===== src/rtl/debug_disp_pkg.sv =====
// Shared types and the hex-to-seven-segment lookup for the debug display path.
package debug_disp_pkg;

  // Segment byte, bit order {dp,g,f,e,d,c,b,a}, active-low.
  typedef logic [7:0] seg_t;

  // All segments and the decimal point off.
  localparam seg_t SEG_BLANK = 8'hFF;

  // Hex digit to segment pattern; the decimal point is always off here.
  function automatic seg_t hex2seg(input logic [3:0] nib);
    seg_t seg;
    case (nib)
      4'h0:    seg = 8'hC0;
      4'h1:    seg = 8'hF9;
      4'h2:    seg = 8'hA4;
      4'h3:    seg = 8'hB0;
      4'h4:    seg = 8'h99;
      4'h5:    seg = 8'h92;
      4'h6:    seg = 8'h82;
      4'h7:    seg = 8'hF8;
      4'h8:    seg = 8'h80;
      4'h9:    seg = 8'h90;
      4'hA:    seg = 8'h88;
      4'hB:    seg = 8'h83;
      4'hC:    seg = 8'hC6;
      4'hD:    seg = 8'hA1;
      4'hE:    seg = 8'h86;
      default: seg = 8'h8E;
    endcase
    return seg;
  endfunction

endpackage


===== src/rtl/debug_display_mux_btn_debounce.sv =====
// Button conditioner: 2-FF synchroniser, stability counter and a one-cycle
// pulse on the rising edge of the accepted level.
module btn_debounce #(
  parameter int unsigned DEBOUNCE_CYC = 1000000
) (
  input  logic clk,
  input  logic resetn,
  input  logic btn_raw,
  output logic pulse
);

  localparam int unsigned CNT_W = $clog2(DEBOUNCE_CYC + 1);
  localparam logic [CNT_W-1:0] CNT_LAST = CNT_W'(DEBOUNCE_CYC - 1);

  logic             sync1_q, sync1_d;
  logic             sync2_q, sync2_d;
  logic             level_q, level_d;
  logic [CNT_W-1:0] cnt_q,   cnt_d;
  logic             pulse_q, pulse_d;

  // Next-state: accept the synchronised level once it has differed from the
  // accepted level for DEBOUNCE_CYC consecutive samples.
  always_comb begin
    // NOTE: every variable gets a default first so no path leaves it unassigned (no latch).
    sync1_d = btn_raw;
    sync2_d = sync1_q;
    level_d = level_q;
    cnt_d   = cnt_q;
    if (sync2_q == level_q) begin
      cnt_d = '0;
    end else if (cnt_q == CNT_LAST) begin
      level_d = sync2_q;
      cnt_d   = '0;
    end else begin
      cnt_d = cnt_q + CNT_W'(1);
    end
    pulse_d = level_d & ~level_q;
  end

  // State register. The synchroniser and accepted level come out of reset as
  // "pressed", so a button held through reset must be released and settle
  // before a new press can produce a pulse.
  always_ff @(posedge clk) begin
    // NOTE: non-blocking assignments so every flop samples pre-edge values.
    if (!resetn) begin
      sync1_q <= 1'b1;
      sync2_q <= 1'b1;
      level_q <= 1'b1;
      cnt_q   <= '0;
      pulse_q <= 1'b0;
    end else begin
      sync1_q <= sync1_d;
      sync2_q <= sync2_d;
      level_q <= level_d;
      cnt_q   <= cnt_d;
      pulse_q <= pulse_d;
    end
  end

  assign pulse = pulse_q;

endmodule


===== src/rtl/debug_display_mux.sv =====
// Debug display multiplexer: picks one of NUM_CH debug words with buttons or
// an auto-rotation timer, optionally freezes it, and scans it as hex onto a
// multiplexed seven-segment display.
module debug_display_mux
  import debug_disp_pkg::*;
#(
  parameter int unsigned NUM_CH       = 8,
  parameter int unsigned DATA_W       = 32,
  parameter int unsigned DIGITS       = DATA_W / 4,
  parameter int unsigned SCAN_DIV     = 16,
  parameter int unsigned DEBOUNCE_CYC = 1000000,
  parameter int unsigned AUTO_PERIOD  = 100000000
) (
  input  logic                       clk,
  input  logic                       resetn,
  input  logic [NUM_CH*DATA_W-1:0]   debug_in,
  input  logic                       btn_next,
  input  logic                       btn_prev,
  input  logic                       auto_en,
  input  logic                       freeze,
  output logic [$clog2(NUM_CH)-1:0]  ch_sel,
  output logic [DIGITS-1:0]          num_an,
  output seg_t                       num_csn
);

  localparam int unsigned CH_W     = $clog2(NUM_CH);
  localparam int unsigned TMR_W    = $clog2(AUTO_PERIOD + 1);
  localparam int unsigned DIG_W    = (DIGITS > 1) ? $clog2(DIGITS) : 1;
  localparam int unsigned SCAN_W   = SCAN_DIV + DIG_W;
  localparam int unsigned SCAN_TOP = DIGITS * (2 ** SCAN_DIV) - 1;

  localparam logic [CH_W-1:0]   CH_LAST   = CH_W'(NUM_CH - 1);
  localparam logic [TMR_W-1:0]  TMR_LAST  = TMR_W'(AUTO_PERIOD - 1);
  localparam logic [SCAN_W-1:0] SCAN_LAST = SCAN_W'(SCAN_TOP);

  logic              next_p, prev_p;
  logic              auto_step;
  logic [DATA_W-1:0] live_word;
  logic [DIG_W-1:0]  dig_idx;
  logic [3:0]        nib;

  logic [CH_W-1:0]   ch_sel_q, ch_sel_d;
  logic              ch_chg_q, ch_chg_d;
  logic [TMR_W-1:0]  tmr_q,    tmr_d;
  logic [DATA_W-1:0] snap_q,   snap_d;
  logic [SCAN_W-1:0] scan_q,   scan_d;
  logic [DIGITS-1:0] an_q,     an_d;
  seg_t              csn_q,    csn_d;

  btn_debounce #(.DEBOUNCE_CYC(DEBOUNCE_CYC)) u_db_next (
    .clk     (clk),
    .resetn  (resetn),
    .btn_raw (btn_next),
    .pulse   (next_p)
  );

  btn_debounce #(.DEBOUNCE_CYC(DEBOUNCE_CYC)) u_db_prev (
    .clk     (clk),
    .resetn  (resetn),
    .btn_raw (btn_prev),
    .pulse   (prev_p)
  );

  // Auto timer and channel select; a button pulse restarts the timer and
  // suppresses a coincident terminal count so only one step is taken.
  always_comb begin
    tmr_d     = tmr_q;
    ch_sel_d  = ch_sel_q;
    auto_step = 1'b0;
    if (!auto_en || next_p || prev_p) begin
      tmr_d = '0;
    end else if (tmr_q == TMR_LAST) begin
      tmr_d     = '0;
      auto_step = 1'b1;
    end else begin
      tmr_d = tmr_q + TMR_W'(1);
    end
    if ((next_p && !prev_p) || auto_step) begin
      ch_sel_d = (ch_sel_q == CH_LAST) ? '0 : ch_sel_q + CH_W'(1);
    end else if (prev_p && !next_p) begin
      ch_sel_d = (ch_sel_q == '0) ? CH_LAST : ch_sel_q - CH_W'(1);
    end
    ch_chg_d = (ch_sel_d != ch_sel_q);
  end

  // Snapshot: track the selected channel unless frozen; a channel change
  // while frozen forces exactly one reload from the new channel.
  always_comb begin
    live_word = '0;
    for (int k = 0; k < NUM_CH; k++) begin
      if (ch_sel_q == CH_W'(k)) live_word = debug_in[k*DATA_W +: DATA_W];
    end
    snap_d = (!freeze || ch_chg_q) ? live_word : snap_q;
  end

  // Digit scan: enable and segments are computed together and registered on
  // the same edge so the digit switch cannot glitch.
  always_comb begin
    scan_d  = (scan_q == SCAN_LAST) ? '0 : scan_q + SCAN_W'(1);
    dig_idx = scan_q[SCAN_W-1:SCAN_DIV];
    nib     = '0;
    an_d    = '1;
    for (int i = 0; i < DIGITS; i++) begin
      if (dig_idx == DIG_W'(i)) begin
        an_d[i] = 1'b0;
        nib     = snap_q[4*i +: 4];
      end
    end
    csn_d = hex2seg(nib);
    if (dig_idx == '0 && freeze) csn_d[7] = 1'b0;
  end

  // State register; reset blanks the display and clears every counter.
  always_ff @(posedge clk) begin
    if (!resetn) begin
      ch_sel_q <= '0;
      ch_chg_q <= 1'b0;
      tmr_q    <= '0;
      snap_q   <= '0;
      scan_q   <= '0;
      an_q     <= '1;
      csn_q    <= SEG_BLANK;
    end else begin
      ch_sel_q <= ch_sel_d;
      ch_chg_q <= ch_chg_d;
      tmr_q    <= tmr_d;
      snap_q   <= snap_d;
      scan_q   <= scan_d;
      an_q     <= an_d;
      csn_q    <= csn_d;
    end
  end

  assign ch_sel  = ch_sel_q;
  assign num_an  = an_q;
  assign num_csn = csn_q;

endmodule

===== config.mk =====
export PLATFORM = sky130hd
export DESIGN_NAME = debug_display_mux
export DESIGN_NICKNAME = d
export VERILOG_FILES = /design/src/rtl/debug_disp_pkg.sv /design/src/rtl/debug_display_mux_btn_debounce.sv /design/src/rtl/debug_display_mux.sv
export SDC_FILE = /design/constraint.sdc
export NUM_CORES = 1
export LEC_CHECK = 0
export BUFFER_PORTS_ARGS = -buffer_cell sky130_fd_sc_hd__buf_2
export CORE_MARGIN = 4
export CORE_UTILIZATION = 48
export DETAILED_ROUTE_END_ITERATION = 10
export HOLD_SLACK_MARGIN = 0.02
export PLACE_DENSITY = 0.76
export SLEW_MARGIN = 30
export SYNTH_ARGS = -nofsm -noshare
export SYNTH_HDL_FRONTEND = slang
export SYNTH_SLANG_ARGS = --single-unit

===== constraint.sdc =====
create_clock -name clk -period 7.95 [get_ports clk]
set_input_delay 0.795 -clock clk [delete_from_list [all_inputs] [get_ports clk]]
set_output_delay 0.795 -clock clk [all_outputs]
set_load 0.02 [all_outputs]

* After elaboration in Yosys (flattened, before gate mapping)
Memories as Yosys holds them, arrays and structs flattened. A register that Yosys moved wholly into a read port is not among the register bits. Index checks and enable logic that the tools add are counted.
Storage, ports and cells: word-level logic and storage cells 103, memory bits (read-only) 112, memories kept 1, input port bits 262, register bits 146, output and inout port bits 19
Cells by class: eq/ne operators 21, bitwise operators 5, add/sub/neg operators 6, mux-type cells 35, reductions and logical operators 18
Memory list:
- (no name shown) | depth 16, width 7, read ports 1, clocked after memory_dff 1, wr ports 0, line debug_disp_pkg.sv:13 | case (nib)
Operators with widths (number):
- $mux W32 | 8
- $add A20 B1 Y20 const B | 2
- $eq A20 B20 Y1 const B | 2
- $mux W4 | 8
- $add A27 B1 Y27 const B | 1
- $eq A27 B27 Y1 const B | 1
- $eq A3 B3 Y1 const B | 8
- $add A19 B1 Y19 const B | 1
- $eq A19 B19 Y1 const B | 1
- $mux W1 | 15
- $eq A3 B2 Y1 const B | 4
- $mux W3 | 4
- $reduce_or A3 Y1 | 3
- $eq A3 B1 Y1 const B | 2
- $logic_not A3 Y1 | 2
- $logic_not A1 Y1 | 5
- $logic_or A1 B1 Y1 | 4
- $add A3 B1 Y3 const B | 1
- $logic_and A1 B1 Y1 | 3
- $ne A3 B3 Y1 | 1
- $not A1 Y1 | 3
- $sub A3 B1 Y3 const B | 1
- $and A1 B1 Y1 | 2
- $eq A1 B1 Y1 | 2
- $reduce_or A2 Y1 | 1

* Longest topological paths before layout
Gate-level depths: netlist of run 1.
word-level depth 9, gate-level depth with buffers 12, mapped depth without buffers 10

* By module
A second synthesis of run 1 with hierarchy kept.
Unflattened totals: cells, all modules 1121, area, all modules 8775.9 um2
Modules (own cells, without submodules):
- debug_display_mux | area an instance 6648.9 um2, cells each 889, times used 1, sequential area each 1961.9 um2
- btn_debounce | area an instance 1063.5 um2, cells each 116, times used 2, sequential area each 480.5 um2

* Worst setup path before layout of run 1
Ideal clock, no wire load.
path kind register -> register, start register scan_q[17], end register csn_q[0] (netlist: num_csn[0]), arrival 2571 ps, library setup time 116 ps, period minus slack after synthesis 2687 ps, buffers on the path 2, stages on the path, launching flop included 9, slack 5263 ps, data required time 7834 ps, cell sequence dfxtp_1 > buf_2 > buf_2 > mux4_2 > mux2i_1 > inv_1 > ha_1 > or4_1 > and4_1
Between the ends: cells in the longest elaborated chain, start to end 9, elaborated cells on any way between the ends 16, classes of those cells eq/ne: 7; mux: 8; reduce/logical: 1
RTL lines:
- start, declared | line debug_display_mux.sv:46 | logic [SCAN_W-1:0] scan_q, scan_d;
- start signal, assigned | line debug_display_mux.sv:128 | scan_q <= scan_d;
- $logic_not A3 Y1 | line debug_display_mux.sv:104 | if (dig_idx == DIG_W'(i)) begin
- $mux W4 (7 in series) | line debug_display_mux.sv:104
- $mux W4 * | line debug_display_mux.sv:104
- end, declared | line debug_display_mux.sv:48 | seg_t csn_q, csn_d;
Every way passes the cells marked *; elsewhere a longest branch is shown, timed or not. A chain may end at the register's enable or synchronous reset.

* Worst setup path after layout of run 1
Ends and elaborated chain as after synthesis.

==> metrics.md, run 1 <==
| Metric | Value |
|---|---|
| Status | `complete, no violations` |
| WL/cell | `around 18 um` |
| Cells on worst reg2reg path | `6` |
| Synth-to-layout area growth | `23.0%` |
| # resized after CTS | `0` |
| Worst R2R End | `num_csn[0]$_SDFF_PN1_` |
| Starting DRT DRC Count | `around 530` |
| Clock network power share | `between 40% and 50%` |
| Gate power share | `between 10% and 20%` |
| Die Y | `between 100 and 150 um` |
| Num CTS Buffers | `17` |
| Num ports | `between 200 and 300` |
| Crit Reg-Reg Startpoint | `scan_q[17]$_SDFF_PP0_` |
| Starting density of the core | `~49%` |
| FF-to-FF setup slack | `around 4.8 ns` |
| # Max-Cap Violations | `0` |
| Synthesis Warnings | `0` |
| Initial antenna violation count | `0` |
| Total global routing track utilization | `about 25%` |
| # rows | `a little under 50` |
| Pre-CTS WS | `4.65 ns` |
| RSZ-0062 raised after global routing | `false` |
| Library cells used by synthesis | `56` |
| Crit-path slowest cell | `dfxtp_1` |
| # DRC | `0` |
| Avg Cell Area, Syn | `about 8 sq um` |
| Worst setup margin | `between 4 and 5 ns` |
| Part of the power in registers | `41.6%` |
| Die W | `between 100 and 150 um` |
| Final core utilization | `60.3%` |
| Hold Crit Depth | `1` |
| Post-cts hold buffer count | `0` |
| Final worst path period share | `approximately two fifths` |
| Pwr per Cell Area | `between 150 and 200 nW/um^2` |
| WP data arrival | `between 3 and 4 ns` |
| Clock Tree Buf Depth | `2` |
| Largest net degree at the start of global routing | `97` |
| Static Leak | `~4.2 nW` |
| Grt total ovfl | `0` |
| Final ANT Viol Nets | `0` |
| Final setup viols | `0` |
| Top post-synthesis cells by count | `dfxtp_1 (146), nor2_1 (140), nand2_1 (99), clkbuf_1 (74), nor2b_1 (72)` |
| Root Buffer | `clkbuf_16` |
| Post-synth EDFFs | `0` |
| Yosys top cell by area | `dfxtp_1` |
| Fillers | `about 1.7k` |
| Crit Path Max Fanout | `18` |
| Ys flop type | `dfxtp_1` |
| Placeable Area | `18,000 sq um` |
| Internal power | `between 1 and 1.5 mW` |
| CP required | `8.26 ns` |
| Mapped cell area | `between 8000 and 9000 sq um` |
| Fmax | `0.317 GHz` |
| Slew headroom | `36.4%` |
| Total length of routed wires | `27,900 um` |
| Vias in the first global route | `just over 8k` |
| Worst Tran Pin Value | `about 0.95 ns` |
| Total Power | `~1.8 mW` |
| Clk pin slew, worst setup/hold paths | `0.06 ns` |
| Htree depth | `4` |
| First-pass GRT wire length | `around 42,000 um` |
| CP max stage delay | `0.82 ns` |
| Register area share after synthesis | `between 30% and 40%` |
| Number of synthesized register bits | `between 100 and 150` |
| Via count | `between 9k and 10k` |
| Hold Path End | `u_db_next.sync2_q$_SDFF_PN1_` |
| Worst vdd ir | `roughly 0.13 mV` |
| CTS tree | `built` |
| Mapped Cells | `1,113` |
| Final Cell Area | `~11,000 sq um` |
| Hold Startpoint | `u_db_next.sync1_q$_SDFF_PN1_` |
| GP Congestion | `just over 0.9` |
| CP endpoint kind | `flop` |
| Area contributors post-synth | `dfxtp_1 (33%), a221oi_1 (6.3%), nor2_1 (5.9%)` |
| Drt pass-1 iters | `5` |
| Die area | `slightly above 20,000 sq um` |
| Psw | `~0.46 mW` |
| FFs w/ async S/R, synth | `0%` |
| Nets | `between 1.5k and 2k` |
| Cells along the critical path | `mux4_2, mux2i_1, inv_1, ha_1, or4_1, and4_1` |
| Top-count cell post-synth | `dfxtp_1` |
| Layout cells sized above 1 | `between 20% and 30%` |
| Placed inst area | `~10,000 sq um` |
| Crit start category | `flop` |
| Mapped Nets | `1,392` |
| Post-layout min period | `3.15 ns` |
| Setup total negative slack | `0 ns` |
| Net Sw Frac | `approximately a quarter` |
| Worst hold path type | `reg2reg` |
| Port bufs | `280` |
| Synth top area share | `between 30% and 40%` |
| Postcts setup bufs | `0` |
| HPWL after DPL | `around 21,000 um` |
| DR vias/cell | `a little under 6` |
| CTS Sinks | `approximately 150` |
| Final Max Tran Viols | `0` |
| Worst setup path class | `reg2reg` |
| Clk_lat worst skew | `around 0.42 ns` |
| Clock skew | `between 0.009 and 0.01 ns` |
| Final Hold Fails | `0` |
==> metrics by stage <==
| stage | cells | hold WS [ns] |
|---|---|---|
| final | 1571 | 0.414 |
| after global routing | 1569 | 0.453 |
| after CTS | 1569 | 0.417 |
| after detailed placement | 1537 | 0.403 |
| after global placement | 1537 | 0.400 |
| after floorplan | 1113 | 0.386 |
==> cell families (layout without fill, tap and decap cells) <==
logic type / Yosys count / after routing / synth area share [%]
compound gates: 262 / 262 / 22.0
xor+xnor: 82 / 82 / 8.12
fa+ha+maj: 17 / 17 / 2.41
buf+inv: 111 / 338 / 5.04
flops: 146 / 146 / 33.1
mux: 15 / 15 / 2.29
other cells: 0 / 2 / 0
simple gates: 480 / 480 / 27.1
==> how the worst max path moves through the flow <==
stage / start / endpoint / cells past startpoint
2_1_floorplan: scan_q[17]$_SDFF_PP0_ / num_csn[0]$_SDFF_PN1_ / 8
3_3_place_gp: ch_sel[1]$_SDFF_PN0_ / snap_q[6]$_SDFFE_PN0P_ / 7
3_5_place_dp: ch_sel[1]$_SDFF_PN0_ / snap_q[13]$_SDFFE_PN0P_ / 7
4_1_cts: ch_sel[1]$_SDFF_PN0_ / snap_q[8]$_SDFFE_PN0P_ / 7
5_1_grt: scan_q[17]$_SDFF_PP0_ / num_csn[0]$_SDFF_PN1_ / 6
6_report: scan_q[17]$_SDFF_PP0_ / num_csn[0]$_SDFF_PN1_ / 6
==> sequential cells by signal, summed over array words and instances (netlist names) <==
name               cells
u_db_prev.sync1_q      1
tmr_q                 27
num_csn                8
u_db_next.pulse        1
u_db_next.sync1_q      1
u_db_prev.cnt_q       20
u_db_prev.pulse        1
u_db_prev.level_q      1
u_db_next.sync2_q      1
snap_q                32
ch_chg_q               1
scan_q                19
num_an                 8
u_db_next.cnt_q       20
ch_sel                 3
u_db_next.level_q      1
u_db_prev.sync2_q      1
==> power groups by stage <==
stage          logic, mW  registers, mW  clock network [mW]
2_1_floorplan      0.143          0.784                   0
3_5_place_dp       0.256          0.784                   0
4_1_cts            0.257          0.768               0.833
3_3_place_gp       0.254          0.783                   0
6_report           0.259          0.768               0.820
5_1_grt            0.281          0.770               0.864
==> worst max-delay path: cells and delay by family (launching register included) <==
| family | cells | cell delay [ns] |
|---|---|---|
| buffers and inverters | 1 | 0.18 |
| and+or+nand+nor | 2 | 0.74 |
| muxes | 2 | 1.02 |
| adders and majority gates | 1 | 0.28 |
| DFF | 1 | 0.82 |
==> final cells by class <==
| cell class | count | area [sq um] | area share (%) |
|---|---|---|---|
| tap | 229 | 287 | 2.63 |
| timing repair buffer | 287 | 1450 | 13.4 |
| antenna | 2 | 5.00 | 0.0460 |
| clock buffer | 20 | 457 | 4.20 |
| multi-input combinational | 856 | 5520 | 50.8 |
| inverter | 19 | 71.3 | 0.656 |
| sequential | 146 | 2920 | 26.9 |
| clock inverter | 12 | 156 | 1.44 |
==> layout by cell type (no fill, tap or decap), drive strengths merged, types with 3 or more instances in the layout <==
| master | count |
|---|---|
| a211oi | 3 |
| a21o | 3 |
| a21oi | 5 |
| a221oi | 64 |
| a31oi | 37 |
| and2 | 10 |
| and3 | 41 |
| and4 | 7 |
| buf | 287 |
| bufinv | 3 |
| clkbuf | 20 |
| clkinv | 4 |
| clkinvlp | 4 |
| dfxtp | 146 |
| ha | 17 |
| inv | 20 |
| mux2i | 9 |
| mux4 | 4 |
| nand2 | 99 |
| nand2b | 5 |
| nand3 | 42 |
| nand4 | 23 |
| nor2 | 143 |
| nor2b | 72 |
| nor3 | 17 |
| nor4 | 6 |
| o211ai | 3 |
| o21ai | 42 |
| o221ai | 34 |
| o22ai | 32 |
| o31a | 32 |
| or4 | 5 |
| xnor2 | 38 |
| xor2 | 44 |
==> per-layer routing <==
layer / up-vias / part of all wire [%] / GRT usage, %
met4: 0 / 2.4 / 8.92
met2: 346 / 48 / 40.3
met3: 43 / 7.0 / 5.56
li1: 4498 / - / -
met5: - / 0 / 0
met1: 4234 / 43 / 33.9
No activity file was read; power rests on OpenSTA's default activity.
==> run 2: changes to the inputs <==
--- a/config.mk
+++ b/config.mk
@@ -7,10 +7,10 @@
 export LEC_CHECK = 0
 export BUFFER_PORTS_ARGS = -buffer_cell sky130_fd_sc_hd__buf_2
 export CORE_MARGIN = 4
-export CORE_UTILIZATION = 48
+export CORE_UTILIZATION = 47
 export DETAILED_ROUTE_END_ITERATION = 10
 export HOLD_SLACK_MARGIN = 0.02
-export PLACE_DENSITY = 0.76
+export PLACE_DENSITY = 0.78
 export SLEW_MARGIN = 30
 export SYNTH_ARGS = -nofsm -noshare
 export SYNTH_HDL_FRONTEND = slang
==> constraint.sdc (replaced) <==
create_clock -name clk -period 2.7 [get_ports clk]
set_input_delay 0.27 -clock clk [delete_from_list [all_inputs] [get_ports clk]]
set_output_delay 0.27 -clock clk [all_outputs]
set_load 0.02 [all_outputs]
==> metrics.md, run 2 (same netlist as run 1, synthesis figures left out) <==
| Metric | Value |
|---|---|
| Status | `complete, no violations` |
| Antenna Cells | `0 (-2)` |
| Die W | `145 um (+1.0%)` |
| Gate power share | `14.8% (+0.8 points)` |
| Initial antenna violation count | `0 (unchanged)` |
| Crit path max-delay family | `multiplexers` |
| GP Congestion | `0.949 (+3.5%)` |
| Num ports | `281 (unchanged)` |
| Finished Layout Cells | `1,595 (+1.5%)` |
| Clock network power share | `42.9% (-1.5 points)` |
| Part of the power in registers | `42.4% (+0.8 points)` |
| Final worst path period share | `92.6% (+53 points)` |
| # resized after CTS | `0 (unchanged)` |
| Vias in the first global route | `8,826 (+6.4%)` |
| # Max-Cap Violations | `0 (unchanged)` |
| Crit-path slowest cell | `or4_1` |
| Worst vdd ir | `0.376 mV (+190%)` |
| WL/cell | `17.8 um (+0.35%)` |
| Layout cells sized above 1 | `26.7% (+1.1 points)` |
| Slew headroom | `45.9% (+9.6 points)` |
| Setup total negative slack | `0 ns (unchanged)` |
| Clk pin slew, worst setup/hold paths | `0.06 ns (about the same)` |
| WHS | `0.0537 ns (-0.361 ns)` |
| # DRC | `0 (unchanged)` |
| Top Registers | `snap_q: 32 flops, tmr_q: 27 flops` |
| Largest net degree at the start of global routing | `67 (-31%)` |
| WP buf/inv | `2 (+1)` |
| RSZ-0062 raised after global routing | `false` |
| WP data arrival | `2.81 ns (-0.65 ns)` |
| Port bufs | `280 (unchanged)` |
| Num CTS Buffers | `17 (unchanged)` |
| Most common cell after layout, fill and taps aside | `buf_2` |
| Die Y | `145 um (+1.0%)` |
| Clock Tree Buf Depth | `2 (unchanged)` |
| Starting DRT DRC Count | `706 (+34%)` |
| Die area | `21,100 sq um (+2.0%)` |
| Starting density of the core | `48.6% (-0.50 points)` |
| CP endpoint kind | `flop` |
| Clk_lat worst skew | `0.41 ns (about the same)` |
| First-pass GRT wire length | `44,500 um (+6.2%)` |
| Psw | `1.34 mW (+190%)` |
| Pre-CTS WS | `0.203 ns (-4.44 ns)` |
| Synth-to-layout area growth | `25.1%` |
| Cells along the critical path | `buf_4, mux4_2, mux2i_1, inv_1, ha_1, or4_1, and4_1` |
| CP required | `3.01 ns (-5.25 ns)` |
| Placeable Area | `18,200 sq um (+1.0%)` |
| Post-layout min period | `2.50 ns (-0.650 ns)` |
| Via count | `9,323 (+2.2%)` |
| Pwr per Cell Area | `482 nW/um^2 (+180%)` |
| Final Hold Fails | `0 (unchanged)` |
| Top reg by flops | `snap_q` |
| Final Max Tran Viols | `0 (unchanged)` |
| Final ANT Viol Nets | `0 (unchanged)` |
| Crit start category | `flop` |
| CTS Sinks | `146 (unchanged)` |
| Placed Cells | `1,563 (+1.7%)` |
| CP max stage delay | `0.52 ns (-0.30 ns)` |
| Final setup viols | `0 (unchanged)` |
| # rows | `49 (unchanged)` |
| Clock skew | `0.00736 ns (-0.00164 ns)` |
| Fmax | `0.400 GHz (+26%)` |
| Drt pass-1 iters | `5 (unchanged)` |
| Net Sw Frac | `25.2% (+0.51 points)` |
| Root Buffer | `clkbuf_16` |
| Worst hold path type | `in2reg` |
| Post-cts hold buffer count | `0 (unchanged)` |
| Static Leak | `4.28 nW (+3.0%)` |
| HPWL after DPL | `21,600 um (+3.9%)` |
| Number of flip-flops under the largest register name | `32 (unchanged)` |
| Worst Tran Pin Value | `0.811 ns (-0.144 ns)` |
| Worst setup path class | `reg2reg` |
| Grt total ovfl | `0 (unchanged)` |
| CTS tree | `built` |
| Postcts setup bufs | `0 (unchanged)` |
| DR vias/cell | `5.85 (+0.68%)` |
| Htree depth | `4 (unchanged)` |
| Total global routing track utilization | `25.4% (+0.095 points)` |
| Total length of routed wires | `28,400 um (+1.9%)` |
| Most frequent cells in the layout | `buf_2 (280), dfxtp_1 (145), nor2_1 (140)` |
| Worst setup margin | `0.199 ns (-4.60 ns)` |
| Crit Path Max Fanout | `8 (-10)` |
| Nets | `1,632 (+1.6%)` |
| Internal power | `3.99 mW (+190%)` |
-- run 2: changes by cell type in the layout (fill, tap and decap cells not counted), moves of 2 or more --
cell / change
buf_4: +22
buf_12: +4
clkinvlp_4: +2
diode_2: -2
-- run 2: power groups by stage --
stage	combinational [mW]	clock (mW)	sequential (mW)
3_3_place_gp	0.769	0	2.31
4_1_cts	0.782	2.33	2.26
3_5_place_dp	0.778	0	2.31
5_1_grt	0.856	2.42	2.27
2_1_floorplan	0.422	0	2.31
6_report	0.788	2.29	2.26
-- run 2: worst paths after layout --
| kind | start | endpoint | slack (ns) | cells past startpoint |
|---|---|---|---|---|
| worst max-delay path | scan_q[17]$_SDFF_PP0_ | num_csn[0]$_SDFF_PN1_ | 0.20 | 7 |
| worst max register to register | scan_q[17]$_SDFF_PP0_ | num_csn[0]$_SDFF_PN1_ | 0.20 | 7 |
| worst min-delay path | btn_next | u_db_next.sync1_q$_SDFF_PN1_ | 0.05 | 2 |
| worst min register to register | u_db_next.sync1_q$_SDFF_PN1_ | u_db_next.sync2_q$_SDFF_PN1_ | 0.42 | 1 |
-- run 2: worst register-to-register path, delay by kind of cell, from the launching register on --
family	cells	cell delay, ns
fa+ha+maj	1	0.26
buf+inv	2	0.33
flops	1	0.37
mux	2	0.72
simple gates	2	0.71
-- run 2: stage by stage --
stage	area (sq um)	power (mW)	utilization [%]
after floorplan	8840	2.73	-
after global routing	11100	5.54	60.8
final	11100	5.33	60.8
after detailed placement	10500	3.09	57.6
after global placement	10500	3.08	57.6
after CTS	11100	5.38	60.8
-- run 2: final cells by class --
class,instances,area [sq um]
inverter,19,71.3
multi-input combinational,856,5500
tap,229,287
clock inverter,13,138
sequential,146,2920
clock buffer,19,443
timing repair buffer,313,1700
fill,1632,7150
-- run 2: routing by layer --
layer | vias to the layer above | part of all wire (%) | global-route usage [%]
met5 | - | 0 | 0
met4 | 0 | 3.2 | 9.40
met3 | 54 | 7.4 | 5.18
met2 | 407 | 47 | 42.1
met1 | 4314 | 42 | 32.8
li1 | 4548 | - | -
